===== config.mk =====
export PLATFORM = sky130hd
export DESIGN_NAME = rad_minmax_scan_flat
export DESIGN_NICKNAME = d
export VERILOG_FILES = /design/src/rtl/rad_minmax_scan_pkg.sv /design/src/rtl/rad_minmax_scan_if.sv /design/src/rtl/rad_minmax_scan_minmax_acc.sv /design/src/rtl/rad_minmax_scan.sv /design/src/flat_wrapper.sv
export SDC_FILE = /design/constraint.sdc
export NUM_CORES = 1
export LEC_CHECK = 0
export ABC_AREA = 0
export CORE_ASPECT_RATIO = 1.75
export CORE_MARGIN = 1.5
export CORE_UTILIZATION = 40
export CTS_BUF_LIST = sky130_fd_sc_hd__clkbuf_8 sky130_fd_sc_hd__clkbuf_16
export DETAILED_ROUTE_END_ITERATION = 16
export PLACE_DENSITY_LB_ADDON = 0.1
export SYNTH_ARGS = -nofsm -noshare
export SYNTH_HDL_FRONTEND = slang
export SYNTH_HIERARCHICAL = 1
export SYNTH_SLANG_ARGS = --single-unit

===== constraint.sdc =====
create_clock -name i_clk -period 5.1 [get_ports i_clk]
set_input_delay 0.765 -clock i_clk [delete_from_list [all_inputs] [get_ports i_clk]]
set_output_delay 0.765 -clock i_clk [all_outputs]
set_load 0.02 [all_outputs]

===== src/rtl/rad_minmax_scan_pkg.sv =====
// Shared HDR package: scan-state encoding and default datapath widths
// used by the radiance min/max scan and the tone stage.
package rad_minmax_scan_pkg;

  localparam int HDR_D_W    = 16;
  localparam int HDR_ADDR_W = 16;
  localparam int HDR_NUM_W  = 17;

  typedef enum logic [1:0] {
    S_IDLE  = 2'd0,
    S_RUN   = 2'd1,
    S_DRAIN = 2'd2,
    S_FIN   = 2'd3
  } scan_state_e;

endpackage


===== src/rtl/rad_minmax_scan_if.sv =====
// Scan control, radiance buffer read port and result bus.
// The scanner sits on the slave side.
interface rad_minmax_scan_if
  import rad_minmax_scan_pkg::*;
#(
  parameter int D_W    = HDR_D_W,
  parameter int ADDR_W = HDR_ADDR_W,
  parameter int NUM_W  = HDR_NUM_W
);
  logic              start;
  logic [NUM_W-1:0]  total_pixels;
  logic [ADDR_W-1:0] addr;
  logic              ren;
  logic [D_W-1:0]    rdata;
  logic [D_W-1:0]    rad_min;
  logic [D_W-1:0]    rad_maxmin;
  logic              busy;
  logic              fin;

  modport master (
    output start, total_pixels, rdata,
    input  addr, ren, rad_min, rad_maxmin, busy, fin
  );

  modport slave (
    input  start, total_pixels, rdata,
    output addr, ren, rad_min, rad_maxmin, busy, fin
  );
endinterface


===== src/rtl/rad_minmax_scan_minmax_acc.sv =====
// Running min/max register pair. min_nxt/max_nxt expose the post-compare
// values so the owner can capture a result on the same edge as the last sample.
module minmax_acc
  import rad_minmax_scan_pkg::*;
#(
  parameter int D_W = HDR_D_W
) (
  input  logic           i_clk,
  input  logic           rst_n,
  input  logic           clr,
  input  logic           vld,
  input  logic [D_W-1:0] data,
  output logic [D_W-1:0] min_nxt,
  output logic [D_W-1:0] max_nxt
);
  logic [D_W-1:0] min_q, max_q;

  always_comb begin
    min_nxt = min_q;
    max_nxt = max_q;
    if (vld) begin
      if (data < min_q) min_nxt = data;
      if (data > max_q) max_nxt = data;
    end
  end

  always_ff @(posedge i_clk or negedge rst_n) begin
    if (!rst_n) begin
      min_q <= '1;
      max_q <= '0;
    end else if (clr) begin
      min_q <= '1;
      max_q <= '0;
    end else begin
      min_q <= min_nxt;
      max_q <= max_nxt;
    end
  end
endmodule


===== src/rtl/rad_minmax_scan.sv =====
// Streams N radiance samples out of the buffer and reports min and
// (max - min, floored at 1) for the tone-mapping stage.
module rad_minmax_scan
  import rad_minmax_scan_pkg::*;
#(
  parameter int D_W    = HDR_D_W,
  parameter int ADDR_W = HDR_ADDR_W,
  parameter int NUM_W  = HDR_NUM_W
) (
  input logic              i_clk,
  input logic              rst_n,
  rad_minmax_scan_if.slave bus
);
  scan_state_e       state_q, state_d;
  logic [ADDR_W-1:0] addr_q, addr_d;
  logic [NUM_W-1:0]  left_q, left_d;
  logic              ren_q, ren_d;
  logic              vld_pipe;
  logic [D_W-1:0]    rad_min_q, rad_min_d;
  logic [D_W-1:0]    span_q, span_d;
  logic [D_W-1:0]    acc_min, acc_max, diff;
  logic              clr;

  minmax_acc #(.D_W(D_W)) u_acc (
    .i_clk   (i_clk),
    .rst_n   (rst_n),
    .clr     (clr),
    .vld     (vld_pipe),
    .data    (bus.rdata),
    .min_nxt (acc_min),
    .max_nxt (acc_max)
  );

  assign diff = acc_max - acc_min;

  always_comb begin
    state_d   = state_q;
    addr_d    = addr_q;
    left_d    = left_q;
    ren_d     = ren_q;
    rad_min_d = rad_min_q;
    span_d    = span_q;
    clr       = 1'b0;
    case (state_q)
      S_IDLE, S_FIN: begin
        if (bus.start) begin
          if (bus.total_pixels == '0) begin
            // Empty scan: publish the neutral result without touching the buffer.
            rad_min_d = '0;
            span_d    = D_W'(1);
            state_d   = S_FIN;
          end else begin
            left_d  = bus.total_pixels - 1'b1;
            addr_d  = '0;
            ren_d   = 1'b1;
            clr     = 1'b1;
            state_d = S_RUN;
          end
        end
      end
      S_RUN: begin
        if (left_q == '0) begin
          ren_d   = 1'b0;
          state_d = S_DRAIN;
        end else begin
          left_d = left_q - 1'b1;
          addr_d = addr_q + 1'b1;
        end
      end
      S_DRAIN: begin
        // Last sample lands this cycle; capture the post-compare values directly.
        rad_min_d = acc_min;
        span_d    = (diff == '0) ? D_W'(1) : diff;
        state_d   = S_FIN;
      end
      default: state_d = S_IDLE;
    endcase
  end

  always_ff @(posedge i_clk or negedge rst_n) begin
    if (!rst_n) begin
      state_q   <= S_IDLE;
      addr_q    <= '0;
      left_q    <= '0;
      ren_q     <= 1'b0;
      vld_pipe  <= 1'b0;
      rad_min_q <= '0;
      span_q    <= D_W'(1);
    end else begin
      state_q   <= state_d;
      addr_q    <= addr_d;
      left_q    <= left_d;
      ren_q     <= ren_d;
      vld_pipe  <= ren_q;
      rad_min_q <= rad_min_d;
      span_q    <= span_d;
    end
  end

  assign bus.addr       = addr_q;
  assign bus.ren        = ren_q;
  assign bus.rad_min    = rad_min_q;
  assign bus.rad_maxmin = span_q;
  assign bus.busy       = (state_q == S_RUN) || (state_q == S_DRAIN);
  assign bus.fin        = (state_q == S_FIN);
endmodule

===== src/flat_wrapper.sv =====
// flat-port wrapper written by rule: the top's interface ports become plain ports
module rad_minmax_scan_flat import rad_minmax_scan_pkg::*;
#(
  parameter int D_W    = HDR_D_W,
  parameter int ADDR_W = HDR_ADDR_W,
  parameter int NUM_W  = HDR_NUM_W
)
  (i_clk, rst_n, bus_start, bus_total_pixels, bus_rdata, bus_addr, bus_ren, bus_rad_min, bus_rad_maxmin, bus_busy, bus_fin);
  rad_minmax_scan_if #(.D_W(D_W), .ADDR_W(ADDR_W), .NUM_W(NUM_W)) bus_i ();
  input logic i_clk;
  input logic rst_n;
  input wire logic [$bits(bus_i.start)-1:0] bus_start;
  input wire logic [$bits(bus_i.total_pixels)-1:0] bus_total_pixels;
  input wire logic [$bits(bus_i.rdata)-1:0] bus_rdata;
  output wire logic [$bits(bus_i.addr)-1:0] bus_addr;
  output wire logic [$bits(bus_i.ren)-1:0] bus_ren;
  output wire logic [$bits(bus_i.rad_min)-1:0] bus_rad_min;
  output wire logic [$bits(bus_i.rad_maxmin)-1:0] bus_rad_maxmin;
  output wire logic [$bits(bus_i.busy)-1:0] bus_busy;
  output wire logic [$bits(bus_i.fin)-1:0] bus_fin;
  assign bus_i.start = bus_start;
  assign bus_i.total_pixels = bus_total_pixels;
  assign bus_i.rdata = bus_rdata;
  assign bus_addr = bus_i.addr;
  assign bus_ren = bus_i.ren;
  assign bus_rad_min = bus_i.rad_min;
  assign bus_rad_maxmin = bus_i.rad_maxmin;
  assign bus_busy = bus_i.busy;
  assign bus_fin = bus_i.fin;
  rad_minmax_scan #(.D_W(D_W), .ADDR_W(ADDR_W), .NUM_W(NUM_W)) u_core (.i_clk(i_clk), .rst_n(rst_n), .bus(bus_i));
endmodule

* Word level (Yosys, flattened, before mapping) *
Index checks and enable logic that the tools add are counted.
Widths: inputs -> output; s select.

word-level totals
  logic and storage cells = 67
  register bits = 101
  input port bits = 36
  output and inout bits = 51

cells by class
  $lt $le $gt $ge = 2
  mux-type cells = 32
  equality and inequality tests = 8
  $add $sub $neg = 4
  reduce and logical (&&, ||, !) cells = 12

operators with widths
  operator               number
  $mux 16                14
  $pmux 16 s2            3
  $mux 17                3
  $logic_not 17->1       2
  $pmux 17 s2            1
  $sub 17x1->17 const B  2
  $add 16x1->16 const B  1
  $gt 16x16->1           1
  $logic_not 16->1       1
  $lt 16x16->1           1
  $sub 16x16->16         1
  $reduce_and 4->1       2
  $mux 1                 6
  $mux 2                 3
  $ne 2x2->1 const B     3
  $pmux 2 s3             1
  $eq 2x2->1 const B     2
  $ne 2x1->1 const B     2
  $reduce_bool 2->1      2
  $reduce_and 3->1       1
  $eq 2x1->1 const B     1
  $logic_not 2->1        1
  $pmux 1 s2             1
  $reduce_and 2->1       1
  other kinds (2)        2

* Longest topological paths before layout *
  depth in word-level cells = 7
  depth in mapped cells = 19
  depth with buffers taken out = 19

* Cells and area by module *
Netlist, hierarchy kept.

modules (own cells, without submodules)
  module           cells each  times used  sequential area each (µm²)  area each (µm²)
  rad_minmax_scan  509         1           1727.9                      4326.6
  minmax_acc       317         1           820.8                       2795.2

* Least setup slack after synthesis *
OpenSTA, ideal clock, no wires.

  kind = input to register
  from = input bus_rdata[13]
  to = register u_core.span_q[0], in the netlist u_core/bus.rad_maxmin[0]
  setup slack = 0.484 ns
  stages on the path = 18
  data required time = 5.038 ns
  buffers on the path = 0
  arrival time = 4.554 ns
  setup time = 0.062 ns
  cell sequence = ha_1 -> a21oi_1 -> o21ai_2 -> a21o_4 -> o311ai_0 -> o21ai_0 -> inv_1 -> ha_1 -> inv_1 -> fa_1 -> a21oi_1 -> o21bai_1 -> xor2_1 -> or4_1 -> or4_1 -> nor3b_1 -> and4b_1 -> a41o_1

between the ends
  cells in the longest elaborated chain, start to end = 7
  elaborated cells between the ends (all ways) = 10
  those cells by class = add/sub (1); order compare (2); mux (6); reduce/logical (1)

RTL lines
  item                    RTL line                          source
  start: declaration      flat_wrapper.sv:14                input wire logic [$bits(bus_i.rdata)-1:0] bus_rdata;
  $gt 16x16->1 (*)        rad_minmax_scan_minmax_acc.sv:23  if (data > max_q) max_nxt = data;
  $mux 16 (*)             rad_minmax_scan_minmax_acc.sv:23
  $mux 16 (*)             rad_minmax_scan_minmax_acc.sv:21  if (vld) begin
  via u_core.acc_max[0]   rad_minmax_scan.sv:21             logic [D_W-1:0] acc_min, acc_max, diff;
  $sub 16x16->16 (*)      rad_minmax_scan.sv:34             assign diff = acc_max - acc_min;
  $logic_not 16->1        rad_minmax_scan.sv:73             span_d = (diff == '0) ? D_W'(1) : diff;
  $mux 16 (*)             rad_minmax_scan.sv:73
  $pmux 16 s2 (*)         rad_minmax_scan.sv:44             case (state_q)
  end signal: assignment  rad_minmax_scan.sv:96             span_q <= span_d;
  end: declaration        rad_minmax_scan.sv:20             logic [D_W-1:0] span_q, span_d;

Mark *: on every way through the listed nets, which the timed path passes. The rest lies on a longest branch.
A chain may end at the register's enable or synchronous reset.

* Worst setup path after layout *
  from = input bus_rdata[13]
  to = register u_core.span_q[0], in the netlist u_core/bus.rad_maxmin[0]

between the ends
  cells in the longest elaborated chain, start to end = 7
  elaborated cells between the ends (all ways) = 10
  those cells by class = add/sub (1); order compare (2); mux (6); reduce/logical (1)

RTL lines
  item                   RTL line
  $gt 16x16->1           rad_minmax_scan_minmax_acc.sv:23
  $mux 16                rad_minmax_scan_minmax_acc.sv:23
  $mux 16                rad_minmax_scan_minmax_acc.sv:21
  via u_core.acc_max[3]  rad_minmax_scan.sv:21
  $sub 16x16->16         rad_minmax_scan.sv:34
  $logic_not 16->1       rad_minmax_scan.sv:73
  $mux 16                rad_minmax_scan.sv:73
  $pmux 16 s2            rad_minmax_scan.sv:44

The timed path passes the listed nets, and every way through them passes these cells.

==> metrics <==
dpl hpwl 17100 µm; WS Path Type input pin to flop; vias in the first global route 7147; Netlist cell types 67; # diodes 0; Tmin final 4.93 ns; DIE WIDTH 104 µm; CP endpoint u_core/bus.rad_maxmin[0]$_DFFE_PN1P_; Least-Margin Pin Slew 1.16 ns; worst path required time 5.40 ns; Final Max Tran Viols 0; Seq/Total Area, Yosys 35.8%; TritonCTS clock tree yes; vias per cell 5.72; Mapped Nets 916; initial antenna violation count 0; top cells by area, synth dfrtp_1 (30%), ha_1 (9.3%), dfstp_2 (6.3%), nand2_1 (5.3%), o21ai_0 (4.3%); GPL Wtd Cong 0.960; Root Buffer clkbuf_16; YS warnings 6; Pleak 4.15 nW; fin util 53.4%; clk slew on worst S/H paths 0.07 ns; # IOs 87; DR DRC count 0; Worst Setup SP bus_rdata[13]; syn_area_per_cell 8.62 µm²; hold_buf cts 0; Area Overhead vs Synth 30.9%; Clk Latency, worst-skew pair 0.36 ns; Post-synth EDFFs 0; Max Cap Viol 0; Achievable Freq 0.203 GHz; Syn Inst Count 826; outcome complete, no violations; top layer used by detailed routing met4; Worst R2R Start u_core/u_acc/max_q[13]$_DFF_PN0_; final hold vios 0; WL per Instance 19.1 µm; Post-Route Skew 0.0102 ns; first-pass GRT wire length 36800 µm; vias post-DR 6960; Pwr Density 784 nW/µm²; CP max FO 6; FF+latch count, synth 101; CP arrival 5.24 ns; Synth Flop Type dfrtp_1; CTS Buf Count 9; Die Height 180 µm; GR Util All Layers 25.0%; met2 wire length 12200 µm; largest area contributor in the netlist dfrtp_1; Final #Nets 1070; Initial Utilization 40.8%; share of cells above drive strength 1 18.9%; Fin Setup TNS 0 ns; crit start category input pin; RR Endpoint u_core/bus.rad_maxmin[0]$_DFFE_PN1P_; Slew HR 22.4%; Overflow after GRT 0; Final ANT Viol Nets 0; IO buf count 86; clk buf depth 2; DR WL met3 859 µm; most frequent cells in the layout nand2_1 (101), buf_4 (100), clkdlybuf4s50_1 (84), dfrtp_1 (84), o21ai_0 (58); maximum vdd drop 0.000408 V; WHS 0.479 ns; H-tree levels 3; Worst Hold Depth 2; asr flop ratio synth 100%; post-synth top area share 29.5%; kind of end point of the critical path flop; Final Cycle Share 96.7%; Die ar. 18600 µm²; Worst R2R Path Depth 19; drt initial violations 321; largest net degree at the start of global routing 68; Metal-1 WL 8440 µm; min-delay worst type flop to flop; Worst R2R Setup Slack 0.54 ns; Core Area 17500 µm²; Pre-antenna DRT Iters 8; row count 64; Post-Syn Area 7120 µm²; commonest non-fill, non-tap cell in the layout nand2_1; Final Setup Violations 0; Routed WL 23200 µm; CTS Sinks 101
-- how the worst min path moves through the flow --
stage | slack [ns] | start | end
floorplan | 0.46 | u_core/left_q[0]$_DFFE_PN0P_ | u_core/left_q[0]$_DFFE_PN0P_
CTS | 0.48 | u_core/bus.ren$_DFFE_PN0P_ | u_core/vld_pipe$_DFF_PN0_
detailed placement | 0.46 | u_core/bus.ren$_DFFE_PN0P_ | u_core/vld_pipe$_DFF_PN0_
global placement | 0.45 | u_core/bus.ren$_DFFE_PN0P_ | u_core/vld_pipe$_DFF_PN0_
finish | 0.48 | u_core/bus.rad_min[10]$_DFFE_PN0P_ | u_core/bus.rad_min[10]$_DFFE_PN0P_
global route | 0.49 | u_core/bus.ren$_DFFE_PN0P_ | u_core/vld_pipe$_DFF_PN0_
-- cells by family (layout without fill, tap and decap cells) --
| logic type | after synthesis | count (layout) | synth area share, % |
|---|---|---|---|
| adder cells (fa/ha/maj) | 54 | 54 | 9.59 |
| flip-flops | 101 | 101 | 35.8 |
| AO/OA/AOI/OAI | 268 | 268 | 24.9 |
| buffers and inverters | 101 | 260 | 6.11 |
| AND/OR/NAND/NOR | 249 | 249 | 16.7 |
| XOR/XNOR | 40 | 40 | 4.92 |
| multiplexers | 13 | 13 | 1.93 |
-- metrics by stage --
step,instance area [µm²],instances,setup slack (ns),power [mW]
after floorplan,7120,826,0.484,4.28
after global placement,8810,1198,-0.396,6.23
after detailed placement,8810,1198,-0.508,6.33
after CTS,9120,1214,0.0000675,7.11
after global routing,9320,1216,-0.0255,7.88
final,9320,1216,0.167,7.31
-- what timing repair did --
action | CTS | global route
pin swaps | 0 | 8
endpoints found under the setup margin | 1 | 6
buffers inserted | 0 | 1
gates resized for setup | 4 | 35
-- Yosys cell counts, drive strengths merged, types with 16 or more instances --
| cell type | count |
|---|---|
| nand2 | 101 |
| a21oi | 42 |
| a21o | 20 |
| a211oi | 21 |
| nor3 | 17 |
| ha | 53 |
| nand3 | 46 |
| dfstp | 17 |
| a211o | 16 |
| xor2 | 30 |
| dfrtp | 84 |
| nor2 | 37 |
| clkbuf | 26 |
| o311ai | 16 |
| buf | 18 |
| inv | 57 |
| o21ai | 77 |
| a31oi | 32 |
-- final cells by class --
cell class              count  area [µm²]
well taps                 231         289
clock buffers               9         225
inverters                  57         214
clock inverters             7        80.1
repair buffers            187        1630
multi-input cells         624        4340
flip-flops and latches    101        2550
fillers                  1728        8140
-- sequential cells by signal (all words and copies together), names as in the netlist --
name,cells
u_core/vld_pipe,1
u_core/u_acc/max_q,16
u_core/bus.rad_min,16
u_core/left_q,17
u_core/bus.ren,1
u_core/state_q,2
u_core/bus.addr,16
u_core/bus.rad_maxmin,16
u_core/u_acc/min_q,16
-- metal layers --
metal	track usage, %	vias to the layer above
met1	25.2	3349
li1	-	3324
met5	0	-
met2	45.8	206
met4	18.9	0
met3	3.63	81
-- report_power, final --
group          internal, mW  switching [mW]  total (mW)
clock                 0.388           0.344       0.732
sequential             1.17           0.216        1.39
combinational          2.34            2.85        5.18
total                  3.90            3.41        7.31
-- worst max-delay path: stages --
cell and delay, ns:
clkdlybuf4s50_1 0.45, ha_1 0.38, a21oi_2 0.18, o21ai_2 0.09
a21o_4 0.22, buf_4 0.15, o31a_2 0.39, buf_4 0.18
o21ai_1 0.19, buf_4 0.14, ha_1 0.27, inv_1 0.08
o21bai_1 0.08, xor2_1 0.15, or4_1 0.52, or4_1 0.43
nor3b_2 0.18, and4b_1 0.20, a41o_1 0.18
Note: power is estimated with default switching activity, not from simulation.
